## src/rtl/sevenseg_pkg.sv

```systemverilog
// rtl/sevenseg_pkg.sv - shared seven-segment constants and scan FSM state type
//
// Purpose : segment patterns (shared with the encoder side), decode codes
//           for blank and illegal patterns, and the scan-FSM state typedef.
// Ports   : none (package).
package sevenseg_pkg;

    // Segment order is [6]=a .. [0]=g, active-high.
    localparam logic [6:0] SEG_0 = 7'h7E;
    localparam logic [6:0] SEG_1 = 7'h30;
    localparam logic [6:0] SEG_2 = 7'h6D;
    localparam logic [6:0] SEG_3 = 7'h79;
    localparam logic [6:0] SEG_4 = 7'h33;
    localparam logic [6:0] SEG_5 = 7'h5B;
    localparam logic [6:0] SEG_6 = 7'h5F;
    localparam logic [6:0] SEG_7 = 7'h70;
    localparam logic [6:0] SEG_8 = 7'h7F;
    localparam logic [6:0] SEG_9 = 7'h7B;
    localparam logic [6:0] SEG_BLANK = 7'h00;

    localparam logic [3:0] CODE_BLANK = 4'hF;
    localparam logic [3:0] CODE_INV   = 4'hE;

    typedef enum logic {
        ST_IDLE = 1'b0,
        ST_SCAN = 1'b1
    } scan_state_t;

endpackage

```

## src/rtl/sevenseg_pattern_decode.sv

```systemverilog
// rtl/sevenseg_pattern_decode.sv - combinational 7-segment pattern to BCD decoder
//
// Purpose : map one 7-bit segment pattern back to its BCD code.
// Ports   : i_seg     [6:0] segment pattern, [6]=a .. [0]=g
//           o_code    [3:0] 0..9, CODE_BLANK for all-off, CODE_INV otherwise
//           o_invalid       high when the pattern is neither a digit nor blank
module sevenseg_pattern_decode
    import sevenseg_pkg::*;
(
    input  logic [6:0] i_seg,
    output logic [3:0] o_code,
    output logic       o_invalid
);

    always_comb begin
        o_code    = CODE_INV;
        o_invalid = 1'b0;
        case (i_seg)
            SEG_0:     o_code = 4'd0;
            SEG_1:     o_code = 4'd1;
            SEG_2:     o_code = 4'd2;
            SEG_3:     o_code = 4'd3;
            SEG_4:     o_code = 4'd4;
            SEG_5:     o_code = 4'd5;
            SEG_6:     o_code = 4'd6;
            SEG_7:     o_code = 4'd7;
            SEG_8:     o_code = 4'd8;
            SEG_9:     o_code = 4'd9;
            SEG_BLANK: o_code = CODE_BLANK;
            default: begin
                o_code    = CODE_INV;
                o_invalid = 1'b1;
            end
        endcase
    end

endmodule

```

## src/rtl/sevenseg_scan_decoder.sv

```systemverilog
// rtl/sevenseg_scan_decoder.sv - snoops a multiplexed 7-seg bus and publishes stable BCD frames
//
// Purpose : register the scan bus, decode each digit, enforce scan order and
//           publish a digit word after STABLE_CNT identical consecutive frames.
// Ports   : clk, rst           clock, synchronous active-high reset
//           seg_in  [6:0]      segment levels, [6]=a .. [0]=g
//           dig_en  [N-1:0]    one-hot digit enables
//           sample             bus valid this cycle
//           value_out [4N-1:0] published BCD word, digit i at [4i+3:4i]
//           invalid_out [N-1:0] published digit had an illegal pattern
//           frame_valid        1-cycle pulse when value_out updates
//           frame_err          1-cycle pulse on scan-order / one-hot violation
module sevenseg_scan_decoder
    import sevenseg_pkg::*;
#(
    parameter int NUM_DIGITS = 4,
    parameter int STABLE_CNT = 3
) (
    input  logic                    clk,
    input  logic                    rst,
    input  logic [6:0]              seg_in,
    input  logic [NUM_DIGITS-1:0]   dig_en,
    input  logic                    sample,
    output logic [4*NUM_DIGITS-1:0] value_out,
    output logic [NUM_DIGITS-1:0]   invalid_out,
    output logic                    frame_valid,
    output logic                    frame_err
);

    localparam int IDX_W = (NUM_DIGITS > 1) ? $clog2(NUM_DIGITS) : 1;
    localparam int CNT_W = $clog2(STABLE_CNT + 1);
    localparam logic [IDX_W-1:0] LAST_IDX   = IDX_W'(NUM_DIGITS - 1);
    localparam logic [CNT_W-1:0] CNT_STABLE = CNT_W'(STABLE_CNT);

    // Stage 1: raw bus copy
    logic [6:0]            r_seg;
    logic [NUM_DIGITS-1:0] r_dig;
    logic                  r_sample;

    // Stage 2 state
    scan_state_t             r_state;
    logic [IDX_W-1:0]        r_idx;
    logic [4*NUM_DIGITS-1:0] r_shadow;
    logic [NUM_DIGITS-1:0]   r_shadow_inv;
    logic [4*NUM_DIGITS-1:0] r_prev;
    logic [CNT_W-1:0]        r_cnt;

    logic [3:0]              w_code;
    logic                    w_inv;
    logic [IDX_W-1:0]        w_dig_idx;
    logic [IDX_W-1:0]        w_next_idx;
    logic                    w_any;
    logic                    w_multi;
    logic                    w_capture;
    logic                    w_err;
    logic                    w_last;
    logic [4*NUM_DIGITS-1:0] w_frame;
    logic [NUM_DIGITS-1:0]   w_frame_inv;
    logic                    w_eq;
    logic [CNT_W-1:0]        w_cnt_next;
    logic                    w_publish;

    sevenseg_pattern_decode u_decode (
        .i_seg     (r_seg),
        .o_code    (w_code),
        .o_invalid (w_inv)
    );

    always_ff @(posedge clk) begin
        if (rst) begin
            r_seg    <= '0;
            r_dig    <= '0;
            r_sample <= 1'b0;
        end else begin
            r_seg    <= seg_in;
            r_dig    <= dig_en;
            r_sample <= sample;
        end
    end

    always_comb begin
        w_dig_idx = '0;
        for (int i = 0; i < NUM_DIGITS; i++) begin
            if (r_dig[i]) w_dig_idx = IDX_W'(i);
        end
    end

    assign w_any      = |r_dig;
    // Clearing the lowest set bit leaves something only when two or more bits were set.
    assign w_multi    = |(r_dig & (r_dig - 1'b1));
    assign w_next_idx = r_idx + 1'b1;
    assign w_last     = (w_dig_idx == LAST_IDX);

    always_comb begin
        w_capture = 1'b0;
        w_err     = 1'b0;
        if (r_sample && w_any) begin
            if (w_multi) begin
                w_err = 1'b1;
            end else if (r_state == ST_IDLE) begin
                // Only digit 0 starts a frame; anything else is resync, not an error.
                w_capture = (w_dig_idx == '0);
            end else if (w_dig_idx == r_idx) begin
                w_capture = 1'b0;
            end else if (w_dig_idx == w_next_idx) begin
                w_capture = 1'b1;
            end else begin
                w_err = 1'b1;
            end
        end
    end

    // Frame as it will look after this cycle's capture, so the completing
    // digit takes part in the compare in the same cycle.
    always_comb begin
        w_frame                    = r_shadow;
        w_frame_inv                = r_shadow_inv;
        w_frame[4*w_dig_idx +: 4]  = w_code;
        w_frame_inv[w_dig_idx]     = w_inv;
    end

    assign w_eq       = (w_frame == r_prev);
    assign w_cnt_next = !w_eq                  ? CNT_W'(1) :
                        (r_cnt == CNT_STABLE)  ? r_cnt     : r_cnt + 1'b1;
    // Publish only on the transition into STABLE_CNT; a saturated count of
    // identical frames must not re-pulse.
    assign w_publish  = (w_cnt_next == CNT_STABLE) &&
                        !(w_eq && (r_cnt == CNT_STABLE)) &&
                        (w_frame != value_out);

    always_ff @(posedge clk) begin
        if (rst) begin
            r_state      <= ST_IDLE;
            r_idx        <= '0;
            r_shadow     <= {NUM_DIGITS{CODE_BLANK}};
            r_shadow_inv <= '0;
            r_prev       <= {NUM_DIGITS{CODE_BLANK}};
            r_cnt        <= '0;
            value_out    <= {NUM_DIGITS{CODE_BLANK}};
            invalid_out  <= '0;
            frame_valid  <= 1'b0;
            frame_err    <= 1'b0;
        end else begin
            frame_valid <= 1'b0;
            frame_err   <= w_err;
            if (w_err) begin
                r_state <= ST_IDLE;
            end else if (w_capture) begin
                r_shadow     <= w_frame;
                r_shadow_inv <= w_frame_inv;
                if (w_last) begin
                    r_state <= ST_IDLE;
                    r_cnt   <= w_cnt_next;
                    r_prev  <= w_frame;
                    if (w_publish) begin
                        value_out   <= w_frame;
                        invalid_out <= w_frame_inv;
                        frame_valid <= 1'b1;
                    end
                end else begin
                    r_state <= ST_SCAN;
                    r_idx   <= w_dig_idx;
                end
            end
        end
    end

endmodule
```

## config.mk

```make
export PLATFORM = sky130hd
export DESIGN_NAME = sevenseg_scan_decoder
export DESIGN_NICKNAME = d
export VERILOG_FILES = /design/src/rtl/sevenseg_pkg.sv /design/src/rtl/sevenseg_pattern_decode.sv /design/src/rtl/sevenseg_scan_decoder.sv
export SDC_FILE = /design/constraint.sdc
export NUM_CORES = 1
export LEC_CHECK = 0
export ABC_AREA = 0
export CORE_MARGIN = 1.5
export CORE_UTILIZATION = 55
export CTS_CLUSTER_SIZE = 14
export DETAILED_ROUTE_END_ITERATION = 6
export PLACE_DENSITY = 0.82
export SYNTH_ARGS = -nofsm -noshare
export SYNTH_HDL_FRONTEND = slang
export SYNTH_SLANG_ARGS = --single-unit
```

## constraint.sdc

```tcl
create_clock -name clk -period 4.1 [get_ports clk]
set_input_delay 0.82 -clock clk [delete_from_list [all_inputs] [get_ports clk]]
set_output_delay 0.82 -clock clk [all_outputs]
set_load 0.01 [all_outputs]
```

==> key figures <==
Finish
  • Layout Nets: 611
  • Diode count: 0
  • Commonest non-fill, non-tap cells in the layout: dfxtp_1 (75), nand2_1 (59), nor2_1 (49)
  • Area growth syn-to-layout: 17.0%
  • Most common cell after layout, fill and taps aside: dfxtp_1
  • Non-filler cells, final: 703
  • Register Area: 0.00150 mm2
  • Fill cell count: 678
  • Share of cells above drive strength 1: 11.9%
  • Area of the multi-input gates: 0.00284 mm2

Worst setup path
  • Max stage delay on crit path: 470 ps
  • Critical path's top delay family: simple AND/OR/NAND/NOR gates
  • Req. time, crit path: 4340 ps
  • Worst path bufs/invs: 3
  • Crit-path slowest cell: or3b_2
  • Crit start category: flop
  • Critical path class: flop to flop
  • Crit end category: flop
  • Levels on crit path: 15
  • CP max FO: 10
  • Most common cell on crit path: nor2_1
  • Worst r2r path cells: 15
  • Critical path arrival: 4240 ps
  • CP cell instances: nor2b_1, nor2_1, inv_1, ha_1, or3b_2, nor3_1, buf_4, nor2_1, a311oi_1, nand4_1, nor4_1, a41o_4, nor2_8, buf_12, mux2i_1

Yosys
  • Most used DFF post-synth: dfxtp_1
  • Syn_nets: 569
  • Syn Area/Cell: 8.28 um2
  • Seq/Total Area, Yosys: 32.9%
  • Syn Std Cell Area: 0.00456 mm2
  • Syn Inst Count: 551
  • Number of synthesized flops with an enable pin: 0
  • Synth warn: 0
  • Post-synthesis cell type count: 73
  • FFs w/ async S/R, synth: 0%
  • Seq cells post-synth: 75

STA
  • Worst hold slack: 463 ps
  • Final hold violation count: 0
  • Slew headroom: 25.8%
  • RSZ-0062 raised after global routing: false
  • Fmax: 0.250 GHz
  • Setup violators final: 0
  • Final Slew Violations: 0
  • Measured slew at the worst slew-check pin: 1100 ps
  • Worst Skew: 19.7 ps
  • Minimum clock period: 4000 ps
  • Setup TNS Final: 0 ps
  • Final Cycle Share: 97.5%

Floorplan
  • Die W: 94.1 um
  • Core area: 0.00813 mm2
  • Die Area: 0.00885 mm2
  • FP Rows: 33
  • Die Ht: 94.1 um
  • Starting Density: 56.1%
  • Ports: 36

Placed design
  • Final HPWL DP: 11.5 mm
  • Placed Instances: 683
  • IO Port Bufs: 35
  • GPL Wtd Cong: 1.11

Clocking
  • CTS clk-pin slew, worst paths: 100 ps
  • CTS tree: built
  • Worst-skew pair later-pin latency: 380 ps
  • TritonCTS sink count: 75
  • H-tree level count: 3
  • Worst-case clock buffer depth: 2
  • Root Driver: clkbuf_8
  • Total CTS buffers: 9

Global route
  • Initial antenna violation count: 0
  • Largest net degree at the start of global routing: 48
  • First-pass GRT wire length: 24.7 mm
  • Total congestion overflow: 0
  • Vias in the first global route: 4311
  • GR Util All Layers: 37.6%

Worst hold path
  • Hold Crit Class: flop to flop
  • Hold path cells: 2

Run status
  • Status: complete, no violations

Power
  • Final Power: 1680 uW
  • Power density over cell area: 314 mW/mm2
  • Max rail drop VDD: 178 uV
  • Pleak: 0.00224 uW

Routing
  • Vias/cell: 6.58
  • 1st-pass router iterations: 6
  • Vias: 4629
  • Wirelength per Cell: 22.6 um
  • Post-DRT Antenna Nets: 0
  • Post-route DRC: 0
  • Initial DRC count: 619
  • Final wirelength: 15.9 mm

Flow run
  • Max Cap Viol: 0
## final cells by class
class / instances / area share (%)
timing repair buffer: 63 / 10.9
clock inverter: 6 / 1.31
sequential: 75 / 28.1
tap: 105 / 2.46
clock buffer: 10 / 2.58
multi-input combinational: 424 / 53.2
inverter: 20 / 1.41
## routing by layer
layer | up-vias | wire, um | global-route usage (%)
met4 | 0 | 826 | 18.2
met2 | 301 | 7010 | 57.4
met1 | 2135 | 6410 | 49.6
met5 | - | 0 | 0
met3 | 84 | 1630 | 8.98
li1 | 2109 | - | -
## stage by stage
stage          area (um2)  utilization, %  setup WS [ps]
6_report             5340            65.6            104
5_1_grt              5340            65.6           8.55
4_1_cts              5270            64.7            128
3_5_place_dp         5060            62.2            167
3_3_place_gp         5060            62.2            311
2_1_floorplan        4560               -            366
## power by group
part / total, uW / switching (uW) / internal (uW)
combinational: 304 / 188 / 116
sequential: 759 / 18.0 / 741
clock: 612 / 310 / 302
total: 1680 / 516 / 1160
## state kept, by name, indices dropped and copies added (netlist names), 2 cells and up
name          count
r_shadow         16
r_shadow_inv      4
r_dig             4
value_out        16
r_prev           16
invalid_out       4
r_cnt             2
r_seg             7
r_idx             2
## what timing repair did
item | in CTS | in global routing
hold buffers | 0 | 0
setup endpoints to repair | 0 | 15
setup buffers | 0 | 4
endpoints found under the hold margin | 0 | 0
resized for setup | 0 | 2
## synthesized netlist by cell type (8+ instances only)
master,count,area share [%]
nand3_1,12,1.3
nand2b_1,14,1.9
xnor2_1,8,1.5
nor3_1,15,1.6
a22oi_1,8,1.3
mux2i_1,24,5.3
nor2_1,49,4.0
o211ai_1,23,3.8
nand2_1,59,4.9
a21oi_1,19,2.1
o22ai_1,10,1.4
clkbuf_1,24,2.0
and2_1,14,1.9
dfxtp_1,75,33
o21ai_0,18,2.0
inv_1,20,1.6
nor2b_1,18,2.5
and3_1,8,1.1
## cell families (layout without fill, tap and decap cells)
family / after synthesis / after routing / share of synthesized area [%]
simple gates: 230 / 230 / 26.9
xor+xnor: 13 / 13 / 2.50
mux: 24 / 24 / 5.27
compound gates: 152 / 152 / 26.0
flops: 75 / 75 / 32.9
fa+ha+maj: 5 / 5 / 1.32
buf+inv: 52 / 99 / 5.16
## worst min-delay path: stages, from the launching register on
cell and delay, ps:
dfxtp_1 330, nand2_1 60, nand2_1 40
## worst paths after layout
check / from / end / slack, ps
worst min register to register: r_prev[13] / r_prev[13] / 460
worst max-delay path: r_dig[1] / value_out[15] / 100
worst min-delay path: r_prev[13] / r_prev[13] / 460
worst max register to register: r_dig[1] / value_out[15] / 100
Power figures use the tool's default switching activity.
